===== src/rtl/seq_adder_n.sv =====
// Multi-cycle chunked ripple adder: a + b + c_in, CHUNK bits per clock,
// least significant chunk first, with valid/ready on both sides.
module seq_adder_n #(
    parameter int N     = 32,
    parameter int CHUNK = 8
) (
    input  logic         clk,
    input  logic         rst,
    input  logic         i_valid,
    output logic         i_ready,
    input  logic [N-1:0] a,
    input  logic [N-1:0] b,
    input  logic         c_in,
    output logic         o_valid,
    input  logic         o_ready,
    output logic [N-1:0] sum,
    output logic         c_out,
    output logic         overflow
);

    localparam int NCHUNK = N / CHUNK;
    localparam int KW     = (NCHUNK > 1) ? $clog2(NCHUNK) : 1;

    typedef enum logic [1:0] {
        IDLE = 2'd0,
        BUSY = 2'd1,
        DONE = 2'd2
    } state_t;

    state_t         state_q, state_d;
    logic [N-1:0]   a_q, a_d;
    logic [N-1:0]   b_q, b_d;
    logic [N-1:0]   sum_q, sum_d;
    logic           carry_q, carry_d;
    logic [KW-1:0]  k_q, k_d;
    logic           c_out_q, c_out_d;
    logic           ovf_q, ovf_d;

    logic [CHUNK:0] chunk_r;
    logic [N-1:0]   chunk_ext;
    logic           last;

    // Operands shift right each BUSY cycle so the active chunk is always
    // at the bottom; sum fills from the top and lands aligned after NCHUNK.
    always_comb begin
        chunk_r = {1'b0, a_q[CHUNK-1:0]}
                + {1'b0, b_q[CHUNK-1:0]}
                + {{CHUNK{1'b0}}, carry_q};
        chunk_ext = N'(chunk_r[CHUNK-1:0]);
        last = (k_q == KW'(NCHUNK - 1));
    end

    always_comb begin
        state_d = state_q;
        a_d     = a_q;
        b_d     = b_q;
        sum_d   = sum_q;
        carry_d = carry_q;
        k_d     = k_q;
        c_out_d = c_out_q;
        ovf_d   = ovf_q;
        unique case (state_q)
            IDLE: begin
                if (i_valid) begin
                    a_d     = a;
                    b_d     = b;
                    carry_d = c_in;
                    k_d     = '0;
                    sum_d   = '0;
                    state_d = BUSY;
                end
            end
            BUSY: begin
                a_d     = a_q >> CHUNK;
                b_d     = b_q >> CHUNK;
                sum_d   = (sum_q >> CHUNK) | (chunk_ext << (N - CHUNK));
                carry_d = chunk_r[CHUNK];
                k_d     = k_q + KW'(1);
                if (last) begin
                    c_out_d = chunk_r[CHUNK];
                    // carry into the MSB recovered from the MSB sum bit
                    ovf_d   = a_q[CHUNK-1] ^ b_q[CHUNK-1]
                            ^ chunk_r[CHUNK-1] ^ chunk_r[CHUNK];
                    state_d = DONE;
                end
            end
            DONE: begin
                if (o_ready) begin
                    state_d = IDLE;
                end
            end
            default: state_d = IDLE;
        endcase
    end

    always_ff @(posedge clk) begin
        if (rst) begin
            state_q <= IDLE;
            a_q     <= '0;
            b_q     <= '0;
            sum_q   <= '0;
            carry_q <= 1'b0;
            k_q     <= '0;
            c_out_q <= 1'b0;
            ovf_q   <= 1'b0;
        end else begin
            state_q <= state_d;
            a_q     <= a_d;
            b_q     <= b_d;
            sum_q   <= sum_d;
            carry_q <= carry_d;
            k_q     <= k_d;
            c_out_q <= c_out_d;
            ovf_q   <= ovf_d;
        end
    end

    assign i_ready  = (state_q == IDLE);
    assign o_valid  = (state_q == DONE);
    assign sum      = sum_q;
    assign c_out    = c_out_q;
    assign overflow = ovf_q;

endmodule

===== config.mk =====
export PLATFORM = sky130hd
export DESIGN_NAME = seq_adder_n
export DESIGN_NICKNAME = d
export VERILOG_FILES = /design/src/rtl/seq_adder_n.sv
export SDC_FILE = /design/constraint.sdc
export NUM_CORES = 1
export LEC_CHECK = 0
export BUFFER_PORTS_ARGS = -buffer_cell sky130_fd_sc_hd__buf_2
export CORE_UTILIZATION = 54
export DETAILED_ROUTE_END_ITERATION = 12
export PLACE_DENSITY = 0.8
export SLEW_MARGIN = 20
export SYNTH_ARGS = -nofsm -noshare
export SYNTH_HDL_FRONTEND = slang
export SYNTH_SLANG_ARGS = --single-unit

===== constraint.sdc =====
create_clock -name clk -period 2.5 [get_ports clk]
set_input_delay 0.5 -clock clk [delete_from_list [all_inputs] [get_ports clk]]
set_output_delay 0.5 -clock clk [all_outputs]
set_load 0.01 [all_outputs]

==> metrics list <==
- Status: finished, final reports clean
* Number of register bits inferred by synthesis: 103
- IR analysis of the VDD net gives a maximum drop of 0.366 mV.
* Buffers plus inverters on the worst setup path: 1
- Total GRT Usage: 0.243
- Timing would allow up to 0.443 GHz.
- Crit-path cells: fa_1 -> inv_1 -> fa_1 -> nand2b_1 -> a21oi_1 -> o21a_1 -> xor2_1 -> a311oi_1
* Ports: 105
* Sum of routed wire length over all layers: 11.0 mm
- In this run the worst hold path is classified as input port to register.
* Power density over cell area: 656 nW/um2
- Total core area: 8340 um2
- After clock tree synthesis, the repair step resized 0 gates.
- Worst stage delay on the critical path: 0.41 ns
- Core Rows: 33
* RSZ-0062 raised after global routing: false
- Post-place instance area: 5190 um2
- Clock tree root driver cell: clkbuf_8
- Max-cap violations in this run came to 0.
- For this block, the via count after detailed routing is 4366.
- H-tree depth reported by CTS: 3
- After the first detailed-routing iteration, the DRC count stood at 229.
- Once layout is done, the placed cells without fillers occupy 5410 um2.
* Met1 demand-to-capacity share in global routing: 0.322
* Number of warning messages in the yosys log: 0
- For the worst-skew pair, the clock arrives at the later sink with an insertion delay of 0.36 ns.
* Clock skew after layout: 0.00985 ns
- Accumulated negative setup slack: 0 ns
* Family with the most delay on the worst path: compound AO/OA/AOI/OAI gates
- Input and output buffers added on the ports amount to 104.
* Number of pins with negative max-slew slack in the final report: 0
- Setup violations remaining at the end of the flow were counted as 0.
- Mapped Cells: 615
- Mean Syn Cell Area: 7.68 um2
- When the netlist entered floorplanning its net count stood at 694.
* Synth top area cells: dfxtp_1, nor2_1, nor2b_1, a22oi_1, a21oi_1
- Final hold analysis gives a worst-case slack of 0.387 ns.
- Clock slew seen by the registers of the worst setup and hold paths: 0.09 ns
* Slew Limit Headroom: 0.299
* Hold Buf Count CTS: 0
- In this design, the critical path's most frequently occurring cell is fa_1.
- At the worst endpoint, the required time is 2.76 ns.
- Setup CP Type: register to register
- TritonCTS clock tree: done
* Pin count of the biggest net entering global routing: 71
- Final Core Density: 0.649
- Most area-hungry cell type in the Yosys netlist: dfxtp_1
* Die footprint: 9120 um2
- Total half-perimeter wirelength after legalization and detailed placement: 7.42 mm
- Of the available clock period, the critical path in the final layout requires 0.902.
- For the pin with the worst max-slew slack, the measured transition is 1.05 ns.
- Of the synthesized area, sequential elements account for 0.437.
- WL per Instance: 13.8 um
- Met3 demand-to-capacity share in global routing: 0.0558
- Worst EP arrival: 2.52 ns
- Critical Path End Type: register
- Total inserted antenna cells: 0
- Of all nets on the critical path, the largest fanout is 3.
- Netlist area before placement: 4720 um2
- Drt pass-1 iters: 4
- Max Buffers Root-to-Sink: 2
- The count of nets left with antenna violations once routing finished came out at 0.
- Relative to the synthesized area, the layout overhead comes to 14.6%.
- Clock buffer count from CTS: 9
- In the final design database the tool counted 766 nets.
- In this run the vertical extent of the chip is 95.5 um.
* Period minus WS final: 2.26 ns
- Placer Congestion: 0.889
* Post-CTS Setup Repair Bufs: 0
- For this design, the slowest cell found on the critical path is fa_1.
- From left edge to right edge, the die measures 95.5 um.
- The number of global-route vias before repair is 3883.
* Initial cell density of the core: 0.566
- Most heavily used metal layer in global routing: met2
* Leakage dissipation: 2.46 nW
* Hold Fails Final Rpt: 0
- The number of different library cells used by synthesis comes to 37.
- After detailed routing, the number of vias per cell comes to 5.48.
- Type of origin of the critical path: register
* Ratio of cells with drive above 1 in the final layout: 0.195
- Initial antenna violation count: 1
* Number of clock sinks seen by CTS: 103
* First-pass GRT wire length: 17.6 mm
- Post-route DRC: 0
- Portion of synthesized cell area occupied by the leading cell type: 0.437
* Met2 usage in global routing: 0.399
- Total congestion overflow after global routing: 0
-- worst min-delay path, cell delays in order --
cell	delay (ns)
buf_2	0.08
a22oi_1	0.06
nor2_1	0.07
-- worst paths after layout --
path / endpoint / slack, ns / from / cells after the start
max: overflow / 0.24 / a_q[0] / 8
min: b_q[27] / 0.39 / b[27] / 3
max reg2reg: overflow / 0.24 / a_q[0] / 8
min reg2reg: carry_q / 0.48 / carry_q / 2
-- sequential cells by signal (all words and copies together), names as in the netlist --
signal / flops
b_q: 32
sum: 32
a_q: 32
k_q: 2
state_q: 2
carry_q: 1
overflow: 1
c_out: 1
-- where the power goes --
part / internal (mW) / switching (mW) / leakage (nW) / total, mW
clock: 0.547 / 0.556 / 0.109 / 1.10
sequential: 1.75 / 0.0655 / 0.847 / 1.81
combinational: 0.260 / 0.369 / 1.50 / 0.629
-- routing by layer --
layer	vias to the layer above	part of all wire
li1	2210	-
met1	2028	0.45
met2	116	0.49
met3	10	0.051
met4	2	0.0091
met5	-	0.0012
-- placed cells by master, fill, tap and decap left out, drive strengths merged, types with 4 or more instances in the layout --
master	instances
buf	111
a211oi	6
inv	4
ha	8
nand2b	4
nand3b	4
o21ai	7
clkbuf	12
nor2	204
nor2b	51
a22oi	42
a21oi	58
nor3	49
nand2	4
dfxtp	103
-- metrics by stage --
step	instances	total power, mW	worst slack, ns
2_1_floorplan	615	2.31	0.572
3_3_place_gp	781	2.46	0.448
3_5_place_dp	781	2.47	0.323
4_1_cts	797	3.56	0.265
5_1_grt	797	3.74	0.137
6_report	797	3.55	0.244
-- synth_stat cells --
cell type and instances:
dfxtp_1 103, or2_1 1, buf_4 9, o21a_1 2
buf_2 14, nand3_1 3, a211oi_1 4, o21ai_0 6
ha_1 8, o21bai_1 1, nor2b_1 51, nor2_1 203
nor3_2 1, a21oi_1 58, a211oi_2 2, nand3b_1 4
nand2_1 4, clkbuf_1 21, nand2b_1 4, xor2_1 1
o311ai_1 1, a311oi_1 1, dlygate4sd1_1 1, buf_6 1
fa_1 2, buf_1 4, a32oi_1 1, a2bb2oi_1 1
or4_1 2, nor3_1 48, nand4b_1 2, o21ai_1 1
and2_1 1, nor2_4 1, inv_1 3, a21o_1 3
a22oi_1 42
-- logic make-up (layout without fill, tap and decap cells) --
group                      after synthesis  in the layout  synth area share
xor gates and xnor gates                 1              1           0.00186
adders and majority gates               10             10            0.0297
buffers and inverters                   53            130            0.0556
and+or+nand+nor                        325            325             0.312
AOI/OAI and AO/OA                      123            123             0.164
DFF                                    103            103             0.437
-- cell type report --
cell class	instances	area (um2)
clock inverter	4	51.3
fill	717	2930
clock buffer	12	165
timing repair buffer	111	588
tap	105	131
sequential	103	2060
multi-input combinational	459	2400
inverter	3	11.3
Note: power is estimated with default switching activity, not from simulation.
